File: src/rtl/l1_trig_pkg.sv
// Shared types and widths for the level-1 accept path: accepted-record layout and counter widths.
package l1_trig_pkg;
  localparam int EVT_ID_W = 16;
  localparam int CNT_W    = 16;
  localparam int REC_W    = 32;

  typedef struct packed {
    logic [EVT_ID_W-1:0] evt_id;
    logic [7:0]          energy;
    logic [7:0]          isol;
  } rec_t;
endpackage

File: src/rtl/accept_fifo.sv
// First-word-fall-through record FIFO; head visible the cycle after the first push.
// Push is taken when not full or when a pop happens in the same cycle; head reads 0 while empty.
module accept_fifo #(
  parameter int WIDTH = 32,
  parameter int DEPTH = 4
) (
  input  logic             clk,
  input  logic             rst,
  input  logic             i_push,
  input  logic [WIDTH-1:0] i_push_dat,
  input  logic             i_pop,
  output logic [WIDTH-1:0] o_head_dat,
  output logic             o_full,
  output logic             o_empty
);
  localparam int AW = $clog2(DEPTH);

  logic [WIDTH-1:0] r_mem [DEPTH];
  logic [AW:0]      r_wr_ptr;
  logic [AW:0]      r_rd_ptr;
  logic             w_do_push;
  logic             w_do_pop;

  assign o_empty   = (r_wr_ptr == r_rd_ptr);
  assign o_full    = (r_wr_ptr[AW] != r_rd_ptr[AW]) &&
                     (r_wr_ptr[AW-1:0] == r_rd_ptr[AW-1:0]);
  assign w_do_pop  = i_pop & ~o_empty;
  // When full, the slot being written is the one popped this same cycle.
  assign w_do_push = i_push & (~o_full | w_do_pop);
  assign o_head_dat = o_empty ? '0 : r_mem[r_rd_ptr[AW-1:0]];

  always_ff @(posedge clk) begin
    if (rst) begin
      r_wr_ptr <= '0;
      r_rd_ptr <= '0;
    end else begin
      if (w_do_push) r_wr_ptr <= r_wr_ptr + 1'b1;
      if (w_do_pop)  r_rd_ptr <= r_rd_ptr + 1'b1;
    end
  end

  always_ff @(posedge clk) begin
    if (w_do_push) r_mem[r_wr_ptr[AW-1:0]] <= i_push_dat;
  end
endmodule

File: src/rtl/l1_accept_ctrl.sv
// Level-1 accept: aligns event words to the trigger, applies prescale and deadtime, queues records.
// Accept-to-out_valid is 1 cycle into an empty queue; full queue without a pop drops and counts.
module l1_accept_ctrl
  import l1_trig_pkg::*;
#(
  parameter int PRESCALE   = 1,
  parameter int DEADTIME   = 3,
  parameter int FIFO_DEPTH = 4
) (
  input  logic             clk,
  input  logic             rst,
  input  logic             evt_valid,
  input  logic [7:0]       energy,
  input  logic [7:0]       isol,
  input  logic             trigger,
  output logic             out_valid,
  input  logic             out_ready,
  output logic [REC_W-1:0] out_data,
  output logic             busy,
  output logic [CNT_W-1:0] n_accepted,
  output logic [CNT_W-1:0] n_vetoed,
  output logic [CNT_W-1:0] n_dropped
);
  logic                r_d_valid;
  logic [7:0]          r_d_energy;
  logic [7:0]          r_d_isol;
  logic [EVT_ID_W-1:0] r_evt_id;
  logic [7:0]          r_prescale;
  logic [7:0]          r_dead;
  logic [CNT_W-1:0]    r_n_acc;
  logic [CNT_W-1:0]    r_n_veto;
  logic [CNT_W-1:0]    r_n_drop;

  logic w_trig;
  logic w_dead_act;
  logic w_veto;
  logic w_ps_hit;
  logic w_ps_step;
  logic w_accept;
  logic w_pop;
  logic w_push;
  logic w_drop;
  logic w_full;
  logic w_empty;
  rec_t w_rec;

  assign w_trig     = r_d_valid & trigger;
  assign w_dead_act = (r_dead != 8'd0);
  assign w_veto     = w_trig & w_dead_act;
  assign w_ps_hit   = (r_prescale == 8'(PRESCALE - 1));
  assign w_ps_step  = w_trig & ~w_dead_act & ~w_ps_hit;
  assign w_accept   = w_trig & ~w_dead_act & w_ps_hit;
  assign w_pop      = ~w_empty & out_ready;
  assign w_push     = w_accept & (~w_full | w_pop);
  assign w_drop     = w_accept & w_full & ~w_pop;

  assign w_rec = '{evt_id: r_evt_id, energy: r_d_energy, isol: r_d_isol};

  always_ff @(posedge clk) begin
    if (rst) begin
      r_d_valid  <= 1'b0;
      r_d_energy <= '0;
      r_d_isol   <= '0;
      r_evt_id   <= '0;
      r_prescale <= '0;
      r_dead     <= '0;
      r_n_acc    <= '0;
      r_n_veto   <= '0;
      r_n_drop   <= '0;
    end else begin
      r_d_valid  <= evt_valid;
      r_d_energy <= energy;
      r_d_isol   <= isol;
      if (r_d_valid) r_evt_id <= r_evt_id + 1'b1;
      // A dropped accept still consumes its prescale slot.
      if (w_accept)       r_prescale <= '0;
      else if (w_ps_step) r_prescale <= r_prescale + 1'b1;
      if (w_push)          r_dead <= 8'(DEADTIME);
      else if (w_dead_act) r_dead <= r_dead - 1'b1;
      if (w_push && r_n_acc != '1)  r_n_acc  <= r_n_acc + 1'b1;
      if (w_veto && r_n_veto != '1) r_n_veto <= r_n_veto + 1'b1;
      if (w_drop && r_n_drop != '1) r_n_drop <= r_n_drop + 1'b1;
    end
  end

  accept_fifo #(
    .WIDTH(REC_W),
    .DEPTH(FIFO_DEPTH)
  ) u_fifo (
    .clk       (clk),
    .rst       (rst),
    .i_push    (w_push),
    .i_push_dat(w_rec),
    .i_pop     (w_pop),
    .o_head_dat(out_data),
    .o_full    (w_full),
    .o_empty   (w_empty)
  );

  assign out_valid  = ~w_empty;
  assign busy       = w_dead_act;
  assign n_accepted = r_n_acc;
  assign n_vetoed   = r_n_veto;
  assign n_dropped  = r_n_drop;
endmodule

File: config.mk
export PLATFORM = sky130hd
export DESIGN_NAME = l1_accept_ctrl
export DESIGN_NICKNAME = d
export VERILOG_FILES = /design/src/rtl/l1_trig_pkg.sv /design/src/rtl/accept_fifo.sv /design/src/rtl/l1_accept_ctrl.sv
export SDC_FILE = /design/constraint.sdc
export NUM_CORES = 1
export LEC_CHECK = 0
export BUFFER_PORTS_ARGS = -buffer_cell sky130_fd_sc_hd__buf_2
export CORE_MARGIN = 2
export CORE_UTILIZATION = 40
export CTS_CLUSTER_SIZE = 8
export DETAILED_ROUTE_END_ITERATION = 8
export SETUP_SLACK_MARGIN = 0.3
export SYNTH_ARGS = -nofsm -noshare
export SYNTH_HDL_FRONTEND = slang
export SYNTH_SLANG_ARGS = --single-unit
File: constraint.sdc
create_clock -name clk -period 3.3 [get_ports clk]
set_clock_uncertainty 0.05 [all_clocks]
set_input_delay 0.66 -clock clk [delete_from_list [all_inputs] [get_ports clk]]
set_output_delay 0.66 -clock clk [all_outputs]
set_load 0.01 [all_outputs]
# Word level (Yosys, flattened, before mapping)

Memories as Yosys holds them, arrays and structs flattened. A register that Yosys moved wholly into a read port is not among the register bits.
Index checks and enable logic that the tools add are counted.

Memories kept: 1
Logic and storage cells: 61
Bits in writable memories: 128
Output and inout port bits: 82
Register bits: 103

Memory list:

| name         | depth | bits a word | rd ports | clocked after Yosys merged registers in | write ports | line              | text |
|---|---|---|---|---|---|---|---|
| u_fifo.r_mem | 4     | 32          | 1        | 1                                       | 1           | accept_fifo.sv:18 | `logic [WIDTH-1:0] r_mem [DEPTH];` |

Eq/ne operators: 6
Bitwise logic cells: 18
Reduce and logical (&&, ||, !) cells: 9
Add/subtract/negate cells: 8
Mux-type cells: 7

Operator list:

| operator                | count |
|---|---|
| $add A16 B1 Y16 const B | 4 |
| $ne A16 B16 Y1 const B  | 3 |
| $mux W32                | 1 |
| $and A1 B1 Y1           | 11 |
| $add A8 B1 Y8 const B   | 1 |
| $logic_not A8 Y1        | 1 |
| $mux W2                 | 4 |
| $reduce_bool A8 Y1      | 1 |
| $sub A8 B1 Y8 const B   | 1 |
| $add A3 B1 Y3 const B   | 2 |
| $not A1 Y1              | 5 |
| $logic_and A1 B1 Y1     | 4 |
| $reduce_or A2 Y1        | 2 |
| $eq A3 B3 Y1            | 1 |
| $eq A2 B2 Y1            | 1 |
| $mux W1                 | 2 |
| $or A1 B1 Y1            | 2 |
| $reduce_bool A2 Y1      | 1 |
| $ne A1 B1 Y1            | 1 |

# Logic depth before layout (Yosys ltp)

Gate-level depths: netlist of run 1.

Word-level depth: 8
Gate-level depth with buffers: 10
Mapped depth without buffers: 7

# Hierarchy

A second synthesis of run 1 with hierarchy kept.

Cell total of the unflattened synthesis: 753
Area total of the unflattened synthesis: 9624.2 µm²

Modules (own cells, without submodules):

| module         | cells an instance | times used | area each (µm²) | sequential area each (µm²) |
|---|---|---|---|---|
| accept_fifo    | 256               | 1          | 5315.1          | 4003.8 |
| l1_accept_ctrl | 497               | 1          | 4309.1          | 1941.9 |

# Least setup slack after synthesis of run 1

OpenSTA, ideal clock, no wires.

Path type: reg-to-reg
Start point: reg r_dead[0]
End point: mem u_fifo.r_mem[0][0], enable pin
Setup slack: 0.315 ns
Period minus slack after synthesis: 2.985 ns
Arrival time: 2.543 ns
Required time: 2.858 ns
Buffers on the path: 1
Setup time: 0.392 ns
Stages on the path, launching flop included: 8
Path through: dfxtp_1 -> inv_1 -> ha_1 -> or3b_2 -> nor3_4 -> buf_2 -> and3_1 -> and2_1

Longest elaborated chain between the ends: 8

Ends and longest elaborated chain:

| what                          | line                 | text |
|---|---|---|
| start, declared               | l1_accept_ctrl.sv:29 | `logic [7:0] r_dead;` |
| start signal, assigned        | l1_accept_ctrl.sv:78 | `if (w_push) r_dead <= 8'(DEADTIME);` |
| start signal, assigned        | l1_accept_ctrl.sv:79 | `else if (w_dead_act) r_dead <= r_dead - 1'b1;` |
| $reduce_bool A8 Y1            | l1_accept_ctrl.sv:48 | `assign w_dead_act = (r_dead != 8'd0);` |
| $not A1 Y1                    | l1_accept_ctrl.sv:52 | `assign w_accept = w_trig & ~w_dead_act & w_ps_hit;` |
| $and A1 B1 Y1 (2 in series)   | l1_accept_ctrl.sv:52 |  |
| $and A1 B1 Y1                 | l1_accept_ctrl.sv:54 | `assign w_push = w_accept & (~w_full \| w_pop);` |
| $and A1 B1 Y1                 | accept_fifo.sv:29    | `assign w_do_push = i_push & (~o_full \| w_do_pop);` |
| $mux W1                       | accept_fifo.sv:43    | `if (w_do_push) r_mem[r_wr_ptr[AW-1:0]] <= i_push_dat;` |
| $mux W1 (implied by the code) | accept_fifo.sv:43    |  |
| end, declared                 | accept_fifo.sv:18    |  |

Every way passes these cells.

==> results.tsv, run 1 <==
stage	metric	value	unit
pwr	vdd_drop_max	292.9	uV
yosys	ys_ff_latch	233	
layout	nets	886	
timing	max_slew_margin	52.24	%
place	placed_cells	1134	
cts	clockBufferDepth	3	
critical_path	crit_path_end_kind	output port	
layout	final_cells	1194	
cts	cts_buffers	35	
yosys	postSynthCellCount	731	
global_routing	grt_pass1_vias	5758	
floorplanning	dieArea	0.02503	mm2
drt	drtIter0Drc	276	
yosys	yosys_warnings	0	
layout	num_antenna_cells	0	
timing	final_max_slew_viol_count	0	
timing	timing.hold.ws	0.3283	ns
critical_path	critical_path.slowest_cell	mux4_2	
critical_path	crit_fanout	32	
timing	tightest_slew	0.7064	ns
critical_path	crit_required	2.59	ns
critical_path	max_stage_delay	0.59	ns
timing	clock.fmax	369.1	MHz
yosys	synthesis.nets	765	
drt	first_pass_iters	4	
drt	ant_nets	0	
worst_hold_path	whs_path_depth	2	
drt	via_count	6039	
critical_path	cp-start-kind	register	
yosys	synth_cell_type_count	47	
timing	rsz0062_at_grt	false	
global_routing	antenna_found_initial	1	
floorplanning	boundaryPins	103	
critical_path	worstPathBufferInverterCount	2	
yosys	syn_area	0.009512	mm2
drt	wire_per_inst	15.70	um
global_routing	grt-ovfl-total	0	
cts	cts_sinks	233	
worst_hold_path	hold_class	input port to register	
cts	insertion_delay	0.50	ns
critical_path	crit_chain	buf_12, mux4_2, and2_1, buf_2	
cts	cts_tree	done	
global_routing	grt_start_max_net_pins	47	
global_routing	grt.total_usage	15.11	%
critical_path	crit_arrival	2.00	ns
floorplanning	dieWidth	158.2	um
cts	post_cts_buffers	0	
layout	area_growth	20.74	%
cts	cts_hold_buffers	0	
pwr	cellLeakagePower	4.134	nW
pwr	power_density	618.4	mW/mm2
timing	setup_viol	0	
floorplanning	fp.dieH	158.2	um
global_routing	grt_pass1_wl	30140	um
place	portBuffers	102	
timing	hold_violations	0	
timing	fin_tns_setup	0	ns
place	dp_hpwl	11240	um
critical_path	crit_type	register to output port	
drt	route.detailed.drc	0	
critical_path	crit_family	multiplexers	
cts	clk_pin_slew_worst_paths	0.05	ns
flow_run	cap_violations	0	
layout	drive_above_1_share	22.40	%
drt	drt-total-wl	18740	um
cts	clockRootBuffer	clkbuf_16	
timing	fin_crit	2.709	ns
yosys	ys_seq_area_share	62.51	%
floorplanning	rows	56	
critical_path	path_depth	4	
place	finalWeightedCongestion	0.7387	
yosys	syn-mean-instance-area	13.01	um2
status	outcome	completed	
critical_path	worst-r2r-cell-count	7	
timing	period_share	82.10	%
drt	vias_per_cell	5.058	
floorplanning	start_util	40.64	%
floorplanning	core-area	0.02340	mm2
cts	h-tree-depth	2	
routing by layer:
layer	vias to the layer above	GRT usage [%]	part of all wire [%]
met5	-	0	0.069
met4	2	4.805	1.8
met3	35	3.367	4.7
met2	127	24.18	47
met1	2887	20.55	46
li1	2988	-	-
cell type report:
cell class / instances / area, um2
inverters: 8 / 30.03
flip-flops and latches: 233 / 5947
repair buffers: 116 / 680.7
clock inverters: 3 / 33.78
multi-input cells: 458 / 3415
fillers: 2120 / 11920
well taps: 319 / 399.1
clock buffers: 57 / 979.7
timing repair:
action | in CTS | in global routing
endpoints found under the hold margin | 0 | 0
gates resized for setup | 2 | 1
setup endpoints to repair | 33 | 3
synth_stat cells, drive strengths merged:
library cell,n,area (um2)
edfxtp,128,3844
dfxtp,105,2102
nor2,52,195.2
a21oi,41,205.2
and2,39,244.0
nand2,34,127.6
mux4,32,720.7
nand3,30,155.1
xor2,29,254.0
clkbuf,23,86.33
nand4,21,137.6
o21ai,19,95.09
nor2b,18,112.6
or3,17,106.4
xnor2,17,148.9
and3,16,100.1
or4,15,116.4
o31ai,14,105.1
ha,13,162.7
and4,11,96.34
buf,9,47.55
inv,8,30.03
nor3,8,51.30
nor4,4,31.28
mux2i,3,30.03
nand2b,3,18.77
nor3b,3,22.52
or4b,3,30.03
a21o,2,15.01
nand3b,2,15.01
nor4b,2,17.52
o41ai,2,17.52
or3b,2,17.52
a211oi,1,7.510
a311oi,1,8.760
a31oi,1,6.260
nand4b,1,8.760
nand4bb,1,11.26
nor4bb,1,10.01
placed cells by master, fill, tap and decap left out, types with 3 or more instances in the layout:
cell type	n
a21oi_1	41
and2_1	39
and3_1	16
and4_1	11
buf_12	5
buf_2	101
buf_4	10
clkbuf_1	21
clkbuf_16	36
dfxtp_1	104
edfxtp_1	128
ha_1	13
inv_1	8
mux2i_1	3
mux4_2	32
nand2_1	34
nand2b_1	3
nand3_1	29
nand4_1	20
nor2_1	52
nor2b_1	18
nor3_1	7
nor3b_1	3
nor4_1	3
o21ai_0	19
o31ai_1	14
or3_1	16
or4_1	14
or4b_1	3
xnor2_1	17
xor2_1	29
metrics by stage:
step | total power [mW] | cell area [um2] | setup slack (ns) | util [%]
5_1_grt | 7.431 | 11480 | 0.4338 | 49.08
6_report | 7.102 | 11480 | 0.5906 | 49.08
3_5_place_dp | 3.957 | 10460 | 0.4982 | 44.69
2_1_floorplan | 3.759 | 9512 | 0.3150 | -
4_1_cts | 7.217 | 11480 | 0.4493 | 49.04
3_3_place_gp | 3.947 | 10460 | 0.5795 | 44.69
path summary, 6_finish.rpt:
check | end | from | slack (ns)
setup / recovery | out_data[7] | register | 0.59
setup reg to reg | n_dropped[6] | r_dead[0] | 0.62
hold reg to reg | u_fifo.r_mem[3][6] | r_d_isol[6] | 0.43
hold / removal | r_d_isol[4] | isol[4] | 0.33
report_power, final:
group,switching (mW),internal [mW],leakage (nW)
Clock,1.19,2.02,0.484
Combinational,0.358,0.309,1.62
Sequential,0.0763,3.15,2.03
Total,1.63,5.47,4.13
state kept, by name, indices dropped and copies added (netlist names), named ones only:
register,flops
n_accepted,16
u_fifo.r_wr_ptr,3
r_dead,8
r_prescale,8
r_d_isol,8
n_vetoed,16
r_d_valid,1
u_fifo.r_rd_ptr,3
r_evt_id,16
r_d_energy,8
n_dropped,16
u_fifo.r_mem,128
cells by family after synthesis:
family / count (synthesis) / share of synthesized area (%)
simple gates: 283 / 17.09
flops: 233 / 62.51
compound gates: 81 / 4.841
xor+xnor: 46 / 4.236
buf+inv: 40 / 1.723
mux: 35 / 7.893
fa+ha+maj: 13 / 1.710
worst reg2reg max path, delay by kind of cell (launching register included):
family / cells / cell delay (ns)
AOI/OAI and AO/OA: 1 / 0.17
DFF: 1 / 0.34
buffers and inverters: 1 / 0.09
adders and majority gates: 1 / 0.15
and+or+nand+nor: 4 / 1.82
Note: power is estimated with default switching activity, not from simulation.
==> inputs of run 2 (changes only) <==
==> constraint.sdc (replaced) <==
create_clock -name clk -period 2.45 [get_ports clk]
set_clock_uncertainty 0.05 [all_clocks]
set_input_delay 0.49 -clock clk [delete_from_list [all_inputs] [get_ports clk]]
set_output_delay 0.49 -clock clk [all_outputs]
set_load 0.01 [all_outputs]
==> run 2 against run 1 <==
The flow now finishes with violations (setup timing); sequential share of layout area shrank 6.0 points; via count grew 8.4%; global-route usage grew 2.0 points; critical path depth is the same; power grew 41%; final cell count grew 6.5%; worst hold slack lost 0.18 ns; wire length grew 17%; register-to-register slack lost 0.57 ns; clock-buffer cell count shrank 2; setup slack lost 0.62 ns; sequential cell count is the same; largest power group unchanged; highest routed layer unchanged.
==> results.tsv, run 2 (synthesized netlist as in run 1, its figures left out) <==
stage	metric	value	unit	change
worst_hold_path	min_from	energy[2]		
critical_path	cp-start-kind	register		
status	outcome	finished, violations left		
floorplanning	core-area	0.02340	mm2	unchanged
global_routing	grt_start_max_net_pins	35		-26%
worst_hold_path	whs_path_depth	2		unchanged
floorplanning	start_util	40.64	%	unchanged
layout	largest_register_ffs	128		unchanged
critical_path	r2r_start	r_prescale[1]		
cts	clockBufferDepth	3		unchanged
drt	ant_nets	0		unchanged
cts	cts_sinks	233		unchanged
drt	route.detailed.drc	0		unchanged
layout	area_growth	37.03	%	
drt	wire_per_inst	17.24	um	+9.8%
layout	nets	966		+9.0%
drt	via_count	6546		+8.4%
place	portBuffers	102		unchanged
floorplanning	dieArea	0.02503	mm2	unchanged
place	dp_hpwl	12490	um	+11%
timing	clock.fmax	404.0	MHz	
critical_path	crit_path_end_kind	output port		
timing	setup_viol	6		+6
floorplanning	boundaryPins	103		unchanged
layout	num_antenna_cells	0		unchanged
layout	fin_util	55.69	%	+6.6 points
layout	final_cells	1272		+6.5%
drt	drtIter0Drc	297		+7.6%
layout	drive_above_1_share	37.25	%	+15 points
pwr	power_density	770.5	mW/mm2	+25%
layout	fill_cells	1940		-8.5%
timing	fin_crit	2.475	ns	
cts	insertion_delay	0.50	ns	about the same
global_routing	grt-ovfl-total	0		unchanged
pwr	vdd_drop_max	432.4	uV	+48%
critical_path	crit_required	1.91	ns	-0.68 ns
place	finalWeightedCongestion	0.7110		-3.7%
pwr	cellLeakagePower	4.753	nW	+15%
critical_path	crit_type	register to output port		
timing	max_slew_margin	62.07	%	+9.8 points
drt	vias_per_cell	5.146		+1.7%
critical_path	crit_arrival	1.93	ns	-0.07 ns
drt	first_pass_iters	5		+1
pwr	total_power	10.04	mW	+41%
global_routing	antenna_found_initial	1		unchanged
floorplanning	rows	56		unchanged
floorplanning	dieWidth	158.2	um	unchanged
cts	clockRootBuffer	clkbuf_16		
floorplanning	fp.dieH	158.2	um	unchanged
status	failed_checks	setup timing		
timing	tightest_slew	0.5690	ns	-0.1374 ns
cts	cts_buffers	35		unchanged
cts	clk_pin_slew_worst_paths	0.05	ns	about the same
global_routing	grt_pass1_vias	6370		+11%
place	placed_cells	1150		+1.4%
global_routing	grt_pass1_wl	33550	um	+11%
global_routing	grt.total_usage	17.07	%	+2.0 points
timing	worst_slack	-0.02498	ns	-0.6155 ns
critical_path	r2r-end	u_fifo.r_mem[0][9]		
timing	timing.hold.ws	0.1454	ns	-0.1829 ns
critical_path	worst-r2r-cell-count	9		+2
layout	final_common_cell	edfxtp_1		
cts	cts_tree	done		
drt	drt-total-wl	21930	um	+17%
worst_hold_path	whs_endpoint	r_d_energy[2]		
cts	h-tree-depth	2		unchanged
flow_run	cap_violations	0		unchanged
layout	final_cell_mix	edfxtp_1 (128), buf_2 (102), dfxtp_1 (94), nor2_1 (52), clkbuf_16 (41)		
timing	rsz0062_at_grt	true		
critical_path	rrSetupSlack	0.05	ns	-0.57 ns
worst_hold_path	hold_class	input port to register		
timing	final_max_slew_viol_count	0		unchanged
timing	hold_violations	0		unchanged
timing	period_share	101.0	%	
critical_path	crit_fanout	12		-63%
## run 2: power breakdown
group	leakage, nW	internal, mW	switching (mW)
combinational	2.25	0.740	0.622
clock	0.473	2.65	1.66
sequential	2.03	4.24	0.124
total	4.75	7.64	2.40
## run 2: through the flow
step	area (um2)	setup WS [ns]	setup TNS, ns
3_5_place_dp	10750	0.1300	0
2_1_floorplan	9594	0.1259	0
5_1_grt	13030	-0.1034	-2.975
6_report	13030	-0.02498	-0.08251
3_3_place_gp	10750	0.1557	0
4_1_cts	12400	-0.07076	-1.038
## run 2: routing by layer
layer  vias up  GRT usage (%)  share of wire [%]
met4         2          4.333                1.5
met5         -              0              0.073
met2       149          28.32                 48
li1       3165              -                  -
met1      3192          22.85                 45
met3        38          3.723                5.1
## run 2: how the worst max path moves through the flow
stage	from	endpoint	slack [ns]	depth (start not counted)
4_1_cts	register	out_data[30]	-0.07	4
3_5_place_dp	r_prescale[1]	n_dropped[4]	0.13	9
6_report	register	out_data[27]	-0.02	4
5_1_grt	register	out_data[27]	-0.10	4
2_1_floorplan	register	out_data[11]	0.13	4
3_3_place_gp	r_prescale[1]	u_fifo.r_mem[1][13]	0.16	8
## run 2: repair_timing
action	CTS	global route
resized for setup	48	68
pin swaps	43	44
endpoints found under the setup margin	179	198
cloned	11	6
setup buffers	26	21
hold buffers	0	0
## run 2: cell type report
type,count,area (um2),area share (%)
Tap cell,319,399.1,3.062
Clock buffer,55,950.9,7.296
Clock inverter,3,41.29,0.3168
Inverter,8,30.03,0.2304
Multi-Input combinational cell,460,3847,29.52
Timing Repair Buffer,194,1800,13.81
Sequential cell,233,5964,45.76
## run 2: worst max-delay path, stage by stage (launching register included)
cell and delay (ns):
dfxtp_4 0.42, buf_12 0.18, mux4_2 0.54, and2_1 0.17, buf_2 0.13
==> inputs of run 3 (changes only) <==
--- a/config.mk
+++ b/config.mk
@@ -10,6 +10,7 @@
 export CORE_UTILIZATION = 40
 export CTS_CLUSTER_SIZE = 8
 export DETAILED_ROUTE_END_ITERATION = 8
+export PLACE_DENSITY = 0.63
 export SETUP_SLACK_MARGIN = 0.3
 export SYNTH_ARGS = -nofsm -noshare
 export SYNTH_HDL_FRONTEND = slang
==> run 3 against run 2 <==
The run still ends with setup timing left; die area stayed put; final area is 2.0% higher; critical path depth is 1 higher; final cell count is 0.24% higher; critical path type unchanged; via count is 0.72% higher; worst hold slack better by 0.0067 ns.
==> results.tsv, run 3 (synthesized netlist as in run 1, its figures left out) <==
stage	metric	value	unit	change
cts	clk_pin_slew_worst_paths	0.05	ns	about the same
timing	fin_crit	2.493	ns	+0.01785 ns
timing	worst_slack	-0.04283	ns	-0.01785 ns
global_routing	grt-ovfl-total	0		unchanged
global_routing	grt_pass1_vias	6544		+2.7%
timing	max_slew_margin	64.61	%	+2.5 points
floorplanning	dieWidth	158.2	um	unchanged
layout	drive_above_1_share	37.76	%	+0.51 points
place	dp_hpwl	11970	um	-4.2%
global_routing	grt.total_usage	18.12	%	+1.0 points
cts	cts_sinks	233		unchanged
timing	hold_violations	0		unchanged
layout	fill_cells	1930		-0.52%
floorplanning	fp.dieH	158.2	um	unchanged
critical_path	cp-start-kind	register		
status	failed_checks	setup timing		
cts	cts_tree	done		
cts	h-tree-depth	2		unchanged
floorplanning	start_util	40.64	%	unchanged
timing	setup_viol	12		+6
place	finalWeightedCongestion	0.8200		+15%
worst_hold_path	hold_class	input port to register		
pwr	power_switching	2.403	mW	about the same
status	outcome	finished, violations left		
pwr	clkPwrFrac	43.1	%	+0.2 points
floorplanning	boundaryPins	103		unchanged
critical_path	r2r_start	r_prescale[1]		
critical_path	crit_path_end_kind	output port		
pwr	total_power	10.11	mW	+0.66%
global_routing	grt_start_max_net_pins	37		+5.7%
critical_path	rrSetupSlack	0.03	ns	-0.02 ns
drt	ant_nets	0		unchanged
drt	route.detailed.drc	0		unchanged
pwr	power_density	760.4	mW/mm2	-1.3%
layout	nets	971		+0.52%
timing	timing.hold.ws	0.1521	ns	+0.006677 ns
drt	vias_per_cell	5.171		+0.48%
pwr	switching_share	23.78	%	-0.17 points
layout	num_antenna_cells	0		unchanged
critical_path	worst-r2r-cell-count	11		+2
timing	period_share	101.7	%	+0.73 points
critical_path	r2r-end	n_dropped[2]		
timing	rsz0062_at_grt	true		
timing	clock.fmax	401.2	MHz	-0.72%
critical_path	crit_fanout	8		-4
critical_path	crit_required	1.91	ns	about the same
floorplanning	dieArea	0.02503	mm2	unchanged
cts	cts_buffers	35		unchanged
drt	drtIter0Drc	278		-6.4%
worst_hold_path	min_from	isol[5]		
place	dp_slack	0.007823	ns	-0.1222 ns
flow_run	cap_violations	0		unchanged
cts	clockBufferDepth	3		unchanged
timing	fin_tns_setup	-0.1762	ns	-0.09367 ns
pwr	power_frac_comb	13.7	%	about the same
drt	first_pass_iters	4		-1
layout	largest_register_ffs	128		unchanged
floorplanning	rows	56		unchanged
layout	area_growth	39.77	%	
timing	final_max_slew_viol_count	0		unchanged
layout	final_cell_mix	edfxtp_1 (128), dfxtp_1 (94), buf_2 (86), nor2_1 (52)		
place	portBuffers	102		unchanged
floorplanning	core-area	0.02340	mm2	unchanged
place	place_area	0.01071	mm2	-0.30%
layout	finalInstanceArea	0.01329	mm2	+2.0%
critical_path	crit_arrival	1.95	ns	+0.02 ns
worst_hold_path	whs_path_depth	2		unchanged
drt	drt-total-wl	22340	um	+1.9%
critical_path	crit_type	register to output port		
timing	tightest_slew	0.5309	ns	-0.03815 ns
pwr	vdd_drop_max	436.4	uV	+0.94%
cts	cts_hold_buffers	0		unchanged
drt	via_count	6593		+0.72%
cts	clockRootBuffer	clkbuf_16		
drt	wire_per_inst	17.52	um	+1.7%
layout	final_common_cell	edfxtp_1		
worst_hold_path	whs_endpoint	r_d_isol[5]		
global_routing	grt_pass1_wl	35330	um	+5.3%
pwr	cellLeakagePower	4.859	nW	+2.2%
pwr	power_frac_seq	43.2	%	-0.3 points
global_routing	antenna_found_initial	0		-1
pwr	p_int	7.705	mW	+0.89%
cts	insertion_delay	0.51	ns	about the same
-- run 3: changes by cell type in the layout (fill, tap and decap cells not counted), moves of 8 or more --
cell,change
and2_1,-14
and2_4,+14
buf_16,+9
buf_2,-16
buf_4,-8
buf_6,+18
-- run 3: worst max-delay path by stage --
stage | from | to | slack [ns] | depth (start not counted)
detailed placement | r_prescale[1] | n_accepted[15] | 0.008 | 8
CTS | register | out_data[7] | -0.07 | 5
global route | register | out_data[30] | -0.09 | 5
floorplan | register | out_data[11] | 0.13 | 4
global placement | r_prescale[1] | n_accepted[15] | 0.1 | 8
finish | register | out_data[15] | -0.04 | 5
-- run 3: timing repair --
| action | CTS | global route |
|---|---|---|
| pin swaps | 57 | 16 |
| cloned | 19 | 2 |
| buffers inserted | 42 | 7 |
| setup endpoints to repair | 192 | 198 |
| resized for setup | 85 | 58 |
-- run 3: power groups by stage --
stage               combinational (mW)  sequential [mW]  clock, mW
finish                            1.38             4.37       4.36
detailed placement               0.962             4.42          0
global placement                 0.953             4.42          0
floorplan                        0.713             4.40          0
global route                      1.51             4.38       4.61
CTS                               1.28             4.36       4.44
-- run 3: area by class of cell --
class | instances | area (um2) | area share [%]
Inverter | 8 | 30.03 | 0.2259
Sequential cell | 233 | 5962 | 44.85
Clock inverter | 3 | 33.78 | 0.2541
Tap cell | 319 | 399.1 | 3.002
Multi-Input combinational cell | 461 | 3795 | 28.55
Timing Repair Buffer | 198 | 2110 | 15.87
Clock buffer | 53 | 964.7 | 7.256
-- run 3: worst max-delay path, stage by stage, from the launching register on --
cell and delay, ns:
dfxtp_4 0.38, buf_6 0.11, buf_12 0.13, mux4_2 0.55, and2_1 0.16, buf_2 0.13
-- run 3: per-stage QoR --
step	util, %	cells
2_1_floorplan	-	731
3_3_place_gp	45.78	1149
3_5_place_dp	45.78	1149
4_1_cts	55.28	1266
5_1_grt	56.81	1275
6_report	56.81	1275
-- run 3: per-layer routing --
layer  share of wire, %  track usage (%)
met1                 43            22.85
met2                 51            31.55
met5                  0                0
met4                2.0            5.663
met3                4.3            3.449
